### config.mk
export PLATFORM = sky130hd
export DESIGN_NAME = usb_fifo_bridge
export DESIGN_NICKNAME = d
export VERILOG_FILES = /design/src/rtl/usb_fifo_bridge_pkg.sv /design/src/rtl/usb_fifo_bridge_sync2.sv /design/src/rtl/usb_fifo_bridge.sv
export SDC_FILE = /design/constraint.sdc
export NUM_CORES = 1
export LEC_CHECK = 0
export CELL_PAD_IN_SITES_DETAIL_PLACEMENT = 1
export CELL_PAD_IN_SITES_GLOBAL_PLACEMENT = 2
export CORE_MARGIN = 1
export CORE_UTILIZATION = 35
export DETAILED_ROUTE_END_ITERATION = 10
export GPL_TIMING_DRIVEN = 0
export PLACE_DENSITY_LB_ADDON = 0.1
export SKIP_LAST_GASP = 1
export SYNTH_ARGS = -nofsm -noshare
export SYNTH_HDL_FRONTEND = slang
export SYNTH_HIERARCHICAL = 1
export SYNTH_SLANG_ARGS = --single-unit
### constraint.sdc
create_clock -name clk -period 3.4 [get_ports clk]
set_input_delay 0.68 -clock clk [delete_from_list [all_inputs] [get_ports clk]]
set_output_delay 0.68 -clock clk [all_outputs]
set_load 0.05 [all_outputs]
### src/rtl/usb_fifo_bridge_pkg.sv
// rtl/usb_fifo_bridge_pkg.sv - shared types and constants for the USB FIFO bridge
package usb_fifo_pkg;

   localparam int CNT_W                = 11;
   localparam int WR_PULSE_CYC_DEF     = 2;
   localparam int RD_PULSE_CYC_DEF     = 3;
   localparam int RECOVERY_CYC_DEF     = 3;
   localparam int WAIT_TIMEOUT_CYC_DEF = 1024;

   localparam logic [7:0] ERR_READ_DATA = 8'hFF;

   typedef enum logic [2:0] {
      ST_IDLE, ST_WR_WAIT, ST_WR_PULSE, ST_RD_WAIT,
      ST_RD_PULSE, ST_SIWU_PULSE, ST_ACK, ST_RECOVER
   } state_e;

   typedef enum logic [1:0] {
      REQ_WR, REQ_RD, REQ_SIWU
   } req_kind_e;

   // Saturating increment so a stuck wait can never wrap back into range.
   function automatic logic [CNT_W-1:0] cnt_inc(input logic [CNT_W-1:0] c);
      return (&c) ? c : c + 1'b1;
   endfunction

endpackage

### src/rtl/usb_fifo_bridge_sync2.sv
// rtl/usb_fifo_bridge_sync2.sv - parameterised-width two-flop synchroniser, resets high
module sync2 #(
   parameter int W = 1
) (
   input  logic         clk,
   input  logic         rst,
   input  logic [W-1:0] d,
   output logic [W-1:0] q
);

   logic [W-1:0] meta_q;
   logic [W-1:0] sync_q;

   always_ff @(posedge clk or negedge rst) begin
      if (!rst) begin
         meta_q <= '1;
         sync_q <= '1;
      end else begin
         meta_q <= d;
         sync_q <= meta_q;
      end
   end

   assign q = sync_q;

endmodule

### src/rtl/usb_fifo_bridge.sv
// rtl/usb_fifo_bridge.sv - drives FT245-style FIFO pins from glue decode strobes
module usb_fifo_bridge
   import usb_fifo_pkg::*;
#(
   parameter int WR_PULSE_CYC     = WR_PULSE_CYC_DEF,
   parameter int RD_PULSE_CYC     = RD_PULSE_CYC_DEF,
   parameter int RECOVERY_CYC     = RECOVERY_CYC_DEF,
   parameter int WAIT_TIMEOUT_CYC = WAIT_TIMEOUT_CYC_DEF
) (
   input  logic       clk,
   input  logic       rst,
   input  logic       wr_req_n,
   input  logic       rd_req_n,
   input  logic       siwu_req_n,
   input  logic [7:0] cpu_wdata,
   output logic [7:0] cpu_rdata,
   output logic       cpu_rdata_oe,
   output logic       ack_n,
   output logic       txe_sync_n,
   output logic       rxf_sync_n,
   output logic       err_flag,
   input  logic [7:0] ft_d_in,
   output logic [7:0] ft_d_out,
   output logic       ft_d_oe,
   output logic       ft_wr_n,
   output logic       ft_rd_n,
   output logic       ft_siwu_n,
   input  logic       ft_txe_n,
   input  logic       ft_rxf_n
);

   logic wr_s_n, rd_s_n, siwu_s_n, req_released;

   sync2 #(.W(5)) u_sync (
      .clk (clk),
      .rst (rst),
      .d   ({wr_req_n, rd_req_n, siwu_req_n, ft_txe_n, ft_rxf_n}),
      .q   ({wr_s_n, rd_s_n, siwu_s_n, txe_sync_n, rxf_sync_n})
   );

   state_e          state_q, state_d;
   req_kind_e       kind_q, kind_d;
   logic [CNT_W-1:0] cnt_q, cnt_d;
   logic            wr_n_q, wr_n_d, rd_n_q, rd_n_d, siwu_n_q, siwu_n_d;
   logic            d_oe_q, d_oe_d, rdata_oe_q, rdata_oe_d, ack_n_q, ack_n_d, err_q, err_d;
   logic [7:0]      d_out_q, d_out_d, rdata_q, rdata_d;

   always_comb begin
      case (kind_q)
         REQ_WR:  req_released = wr_s_n;
         REQ_RD:  req_released = rd_s_n;
         default: req_released = siwu_s_n;
      endcase
   end

   always_comb begin
      state_d    = state_q;
      kind_d     = kind_q;
      cnt_d      = cnt_q;
      wr_n_d     = wr_n_q;
      rd_n_d     = rd_n_q;
      siwu_n_d   = siwu_n_q;
      d_oe_d     = d_oe_q;
      d_out_d    = d_out_q;
      rdata_d    = rdata_q;
      rdata_oe_d = rdata_oe_q;
      ack_n_d    = ack_n_q;
      err_d      = err_q;
      case (state_q)
         ST_IDLE: begin
            cnt_d = '0;
            if (!wr_s_n) begin
               kind_d  = REQ_WR;
               d_out_d = cpu_wdata;
               d_oe_d  = 1'b1;
               state_d = ST_WR_WAIT;
            end else if (!rd_s_n) begin
               kind_d  = REQ_RD;
               state_d = ST_RD_WAIT;
            end else if (!siwu_s_n) begin
               kind_d   = REQ_SIWU;
               siwu_n_d = 1'b0;
               cnt_d    = CNT_W'(1);
               state_d  = ST_SIWU_PULSE;
            end
         end
         ST_WR_WAIT: begin
            if (!txe_sync_n) begin
               wr_n_d  = 1'b0;
               cnt_d   = CNT_W'(1);
               state_d = ST_WR_PULSE;
            end else if (cnt_q == CNT_W'(WAIT_TIMEOUT_CYC - 1)) begin
               err_d   = 1'b1;
               d_oe_d  = 1'b0;
               ack_n_d = 1'b0;
               state_d = ST_ACK;
            end else begin
               cnt_d = cnt_inc(cnt_q);
            end
         end
         ST_WR_PULSE: begin
            if (cnt_q == CNT_W'(WR_PULSE_CYC)) begin
               wr_n_d  = 1'b1;
               ack_n_d = 1'b0;
               state_d = ST_ACK;
            end else begin
               cnt_d = cnt_inc(cnt_q);
            end
         end
         ST_RD_WAIT: begin
            if (!rxf_sync_n) begin
               rd_n_d  = 1'b0;
               cnt_d   = CNT_W'(1);
               state_d = ST_RD_PULSE;
            end else if (cnt_q == CNT_W'(WAIT_TIMEOUT_CYC - 1)) begin
               rdata_d    = ERR_READ_DATA;
               err_d      = 1'b1;
               ack_n_d    = 1'b0;
               rdata_oe_d = 1'b1;
               state_d    = ST_ACK;
            end else begin
               cnt_d = cnt_inc(cnt_q);
            end
         end
         ST_RD_PULSE: begin
            if (cnt_q == CNT_W'(RD_PULSE_CYC)) begin
               rd_n_d     = 1'b1;
               rdata_d    = ft_d_in;
               ack_n_d    = 1'b0;
               rdata_oe_d = 1'b1;
               state_d    = ST_ACK;
            end else begin
               cnt_d = cnt_inc(cnt_q);
            end
         end
         ST_SIWU_PULSE: begin
            if (cnt_q == CNT_W'(WR_PULSE_CYC)) begin
               siwu_n_d = 1'b1;
               ack_n_d  = 1'b0;
               state_d  = ST_ACK;
            end else begin
               cnt_d = cnt_inc(cnt_q);
            end
         end
         ST_ACK: begin
            // Data bus released one cycle after the write strobe rises.
            d_oe_d = 1'b0;
            if (req_released) begin
               ack_n_d    = 1'b1;
               rdata_oe_d = 1'b0;
               cnt_d      = '0;
               state_d    = ST_RECOVER;
            end
         end
         ST_RECOVER: begin
            if (cnt_q == CNT_W'(RECOVERY_CYC - 1)) begin
               state_d = ST_IDLE;
            end else begin
               cnt_d = cnt_inc(cnt_q);
            end
         end
         default: state_d = ST_IDLE;
      endcase
   end

   always_ff @(posedge clk or negedge rst) begin
      if (!rst) begin
         state_q    <= ST_IDLE;
         kind_q     <= REQ_WR;
         cnt_q      <= '0;
         wr_n_q     <= 1'b1;
         rd_n_q     <= 1'b1;
         siwu_n_q   <= 1'b1;
         d_oe_q     <= 1'b0;
         d_out_q    <= 8'h00;
         rdata_q    <= ERR_READ_DATA;
         rdata_oe_q <= 1'b0;
         ack_n_q    <= 1'b1;
         err_q      <= 1'b0;
      end else begin
         state_q    <= state_d;
         kind_q     <= kind_d;
         cnt_q      <= cnt_d;
         wr_n_q     <= wr_n_d;
         rd_n_q     <= rd_n_d;
         siwu_n_q   <= siwu_n_d;
         d_oe_q     <= d_oe_d;
         d_out_q    <= d_out_d;
         rdata_q    <= rdata_d;
         rdata_oe_q <= rdata_oe_d;
         ack_n_q    <= ack_n_d;
         err_q      <= err_d;
      end
   end

   assign ft_wr_n      = wr_n_q;
   assign ft_rd_n      = rd_n_q;
   assign ft_siwu_n    = siwu_n_q;
   assign ft_d_oe      = d_oe_q;
   assign ft_d_out     = d_out_q;
   assign cpu_rdata    = rdata_q;
   assign cpu_rdata_oe = rdata_oe_q;
   assign ack_n        = ack_n_q;
   assign err_flag     = err_q;

endmodule

; ---- Word-level counts from Yosys, hierarchy flattened
; Index checks and enable logic that the tools add are counted.
; W data, S select, Z words.
[classes]
bitwise_logic = 1
eq_ne = 31
n_reduce_logical = 24
muxes = 59
add_sub_neg = 1
[op_table]
columns = operator, n
row1 = $mux W11, 7
row2 = $pmux W11 S6, 1
row3 = $mux W3, 10
row4 = $ne A2 B2 Y1 const B, 13
row5 = $mux W1, 25
row6 = $mux W8, 3
row7 = $eq A11 B2 Y1 const B, 2
row8 = $pmux W3 S7, 1
row9 = $pmux W8 S2, 1
row10 = $reduce_and A5 Y1, 3
row11 = $eq A3 B3 Y1 const B, 4
row12 = $reduce_and A3 Y1, 4
row13 = $add A11 B1 Y11 const B, 1
row14 = $eq A11 B10 Y1 const B, 1
row15 = $reduce_and A11 Y1, 1
row16 = $ne A2 B1 Y1 const B, 5
row17 = $pmux W1 S2, 5
row18 = $reduce_and A4 Y1, 2
row19 = $reduce_bool A2 Y1, 4
row20 = $eq A3 B2 Y1 const B, 2
row21 = $mux W2, 3
row22 = $pmux W1 S3, 2
row23 = $reduce_and A6 Y1, 1
row24 = $reduce_bool A3 Y1, 2
row25 = 12 further kinds, 13
[word_totals]
register_bits = 49
output_inout_bits = 25

; ---- Longest topological paths before layout
[logic_depth]
word_depth = 5
ltp_mapped = 7

; ---- Modules after synthesis
; The synthesis kept the hierarchy.
[modules_own_cells]
columns = module, seq_area_each_um2, cells_each, instances, area_each_um2
row1 = usb_fifo_bridge, 991.0, 250, 1, 2314.7
row2 = sync2, 262.8, 10, 1, 262.8

; ---- Worst setup path before layout
; No wires, ideal clock.
[synth_path]
kind = reg2reg
startpoint = reg cnt_q[1]
endpoint = reg state_q[0]
arrival_ps = 1783
setup_ps = 118
setup_slack_ps = 1499
required_time_ps = 3282
period_less_slack_ps = 1901
n_path_buf = 0
stages_incl_launch_ff = 6
path_cell_list = dfrtp_1 > ha_1 > nand4_1 > or4_1 > a221o_1 > a21o_1
[synth_between]
elab_chain_len = 4
[synth_lines]
columns = element, line_no
row1 = start: declaration, usb_fifo_bridge.sv:43  ; logic [CNT_W-1:0] cnt_q, cnt_d;
row2 = start signal: assignment, usb_fifo_bridge.sv:183  ; cnt_q <= cnt_d;
row3 = $eq A11 B10 Y1, "usb_fifo_bridge.sv:92, usb_fifo_bridge.sv:115"
row4 = $mux W3, -
row5 = $mux W3 (on tied branches), -
row6 = $pmux W3 S7, -
row7 = end signal: assignment, usb_fifo_bridge.sv:181  ; state_q <= state_d;
row8 = end: declaration, usb_fifo_bridge.sv:41  ; state_e state_q, state_d;
; Several ways; a longest one is shown, not always the timed one.
; A chain may end at the register's enable or synchronous reset.

; ---- Worst setup path in the final report
[layout_path]
startpoint = reg cnt_q[1]
endpoint = reg rdata_q[4] (netlist: cpu_rdata[4])
[layout_between]
elab_chain_len = 3
[layout_lines]
columns = element, line_no
row1 = $eq A11 B10 Y1 / $eq A11 B2 Y1 (equally long branches), "usb_fifo_bridge.sv:115, usb_fifo_bridge.sv:126"
row2 = $ne A2 B2 Y1 (no source line), -
row3 = $reduce_and A4 Y1 (no source line) (*), -
row4 = end signal: assignment, usb_fifo_bridge.sv:189  ; rdata_q <= rdata_d;
row5 = end: declaration, usb_fifo_bridge.sv:46  ; logic [7:0] d_out_q, d_out_d, rdata_q, rdata_d;
; Mark *: on every way between the ends. The rest lies on a longest branch, timed or not.

==> results.cfg <==
[layout]
syn2layout_area_growth_pct = 26.7
fill_cells = 804
drive_gt1_share_pct = 18.7
antenna_cells = 0
final_cells = 412
num-nets-final = 340

[place]
dp_hpwl_microns = 5230
gp_congestion = 0.835
place_inst = 404
pre_cts_ws_ns = 0.930
port_buffers = 47

[floorplan]
die_height_microns = 87.8
rows = 30
start_util_pct = 37.1
die_x_microns = 87.8
io_pins = 48
die-area_sq_um = 7710
coreArea_sq_um = 6940

[critical_path]
critPathKind = reg2reg
crit_path_start = cnt_q[1]
critPathMaxFanout = 9
r2r_start = cnt_q[1]
crit_required_ns = 3.61
crit_arrival_ns = 2.69
startpoint_type = register
r2r_cells = 6
setup.worst_path.end_class = register

[clock_tree]
clkTransAtPathRegs_ns = 0.09
cts_hold_buf = 0
clkLatencyLatePin_ns = 0.30
htreeDepth = 2
tritoncts = built
clk_path_buf_depth = 2
clock-sinks = 49
cts-resized-gates = 0
post_cts_buffers = 0
cts_buffers = 5
cts-root-buf = clkbuf_8

[timing]
hold_violations = 0
relSlewSlack_pct = 50.2
slew_violations = 0
worst_pin_slew_ns = 0.742
fin_crit_ns = 2.49
fin_crit_sh_pct = 73.1
rsz0062_at_grt = no
fin_skew_ns = 0.00412
fmax_ghz = 0.402
setup_ws_ns = 0.913
setup_tns_ns = 0
finalSetupViolCount = 0

[global_routing]
grt_use_total_pct = 20.5
grt_pass1_vias = 2372
grt_pass1_wl_microns = 12200
grt-ovfl-total = 0
antenna_found_initial = 0
grt_start_max_net_pins = 29

[drt]
drcViolationCount = 0
dr.max_layer_used = met4
route.met2.wl_microns = 3300
first_iter_violations = 79
wire_per_inst_microns = 17.6
drt-vias-per-instance = 5.54
dr_wl_met3_microns = 287
wirelength_microns = 7240
num_vias = 2282
met1Wirelength_microns = 3560
dr.pass1.iters = 4
antenna_left = 0

[synthesis]
synth_edf_count = 0
netlist_top_cells_area = dfrtp_1 (26%), dfstp_2 (22%), mux2_2 (4.4%)
ys_warn_count = 6
synth_cell_types = 58
synthFlopType = dfrtp_1
ys_async_sr_fraction_pct = 100
synth_area_sq_um = 2580
syn_inst = 260
synth_largest_area_cell = dfrtp_1
synth.avg_cell_area_sq_um = 9.91
post-synth-top-count-cell = dfrtp_1
synthesis.nets = 285
yosys_register_bits = 49
seq_area_frac_synth_pct = 48.6
synthTopCellsByCount = dfrtp_1 (27), nor2_1 (24), dfstp_2 (22)
synth_top_area_share_pct = 26.2

[pwr]
max-vdd-ir-drop_v = 0.000404
pwr_density_cell_nw_per_um2 = 871
power.leakage_nw = 1.30

[hold_path]
hp-class = in2async

[outcome]
status = finished clean

[flow_run]
cap_violations = 0
## cells in the final DEF (no fill, tap or decap), types with 4 or more instances in the layout
master	instances
dfstp_2	22
dfrtp_1	27
nor3_1	6
nand2_1	12
o21ai_1	4
a21o_1	4
nor4_1	5
o21ai_0	13
mux2_2	10
clkdlybuf4s50_1	46
clkbuf_1	9
nor2b_1	5
nor2_1	24
a21oi_1	20
nand3_1	10
inv_1	9
clkbuf_8	5
buf_2	6
o22ai_1	4
nand4_1	8
a2bb2oi_1	5
## routing by layer
metal  GRT usage (%)  up-vias
li1                -     1084
met1            28.9     1140
met2            32.7       49
met3            3.77        9
met4            4.92        0
met5               0        -
## power by group
group | switching (W) | leakage [nW] | internal, W
registers | 0.000115 | 0.569 | 0.000784
clock network | 0.000201 | 0.0428 | 0.000147
logic | 0.00102 | 0.685 | 0.000578
total | 0.00133 | 1.30 | 0.00151
## path summary, 6_finish.rpt
check / end / slack, ns
min: ft_d_out[1] / 0.34
max reg2reg: cpu_rdata[4] / 0.91
min in group clk: u_sync/q[4] / 0.36
max in group asynchronous: cpu_rdata[0] / 2.44
min reg2reg: u_sync/q[4] / 0.36
max: cpu_rdata[4] / 0.91
## metrics by stage
step / util, % / hold slack (ns) / power, W / area (sq um)
3_3_place_gp: 45.6 / 0.346 / 0.00248 / 3170
3_5_place_dp: 45.8 / 0.347 / 0.00251 / 3180
5_1_grt: 47.0 / 0.362 / 0.00303 / 3270
6_report: 47.0 / 0.339 / 0.00284 / 3270
2_1_floorplan: - / 0.345 / 0.00202 / 2580
4_1_cts: 47.0 / 0.353 / 0.00286 / 3270
## state kept, by name, summed over array words and instances (netlist names)
name and flops:
ft_rd_n 1, ft_wr_n 1, cpu_rdata_oe 1, state_q 3
cnt_q 11, ack_n 1, kind_q 2, ft_d_out 8
err_flag 1, ft_siwu_n 1, ft_d_oe 1, u_sync/meta_q 5
u_sync/q 5, cpu_rdata 8
## kinds of logic (layout without fill, tap and decap cells)
logic type / Yosys count / in the layout / share of synthesized area [%]
fa+ha+maj: 2 / 2 / 0.971
simple gates: 90 / 90 / 19.1
compound gates: 83 / 83 / 22.0
flops: 49 / 49 / 48.6
mux: 11 / 11 / 4.76
xor+xnor: 1 / 1 / 0.340
buf+inv: 24 / 80 / 4.17
## critical path, stage by stage (launching register included)
cell and delay (ns):
dfrtp_1 0.43, ha_1 0.32, nand4_1 0.39, nor4_2 0.46, nand4_1 0.19, o21ai_1 0.45
a21oi_1 0.15
## cell type report
cell class	instances	area [sq um]	area share, %
Buffer	14	70.1	2.15
Clock buffer	7	76.3	2.34
Clock inverter	1	6.26	0.192
Inverter	10	37.5	1.15
Multi-Input combinational cell	187	1220	37.2
Sequential cell	49	1250	38.4
Tap cell	96	120	3.68
Timing Repair Buffer	48	485	14.9
(Power assumes the default switching activity.)
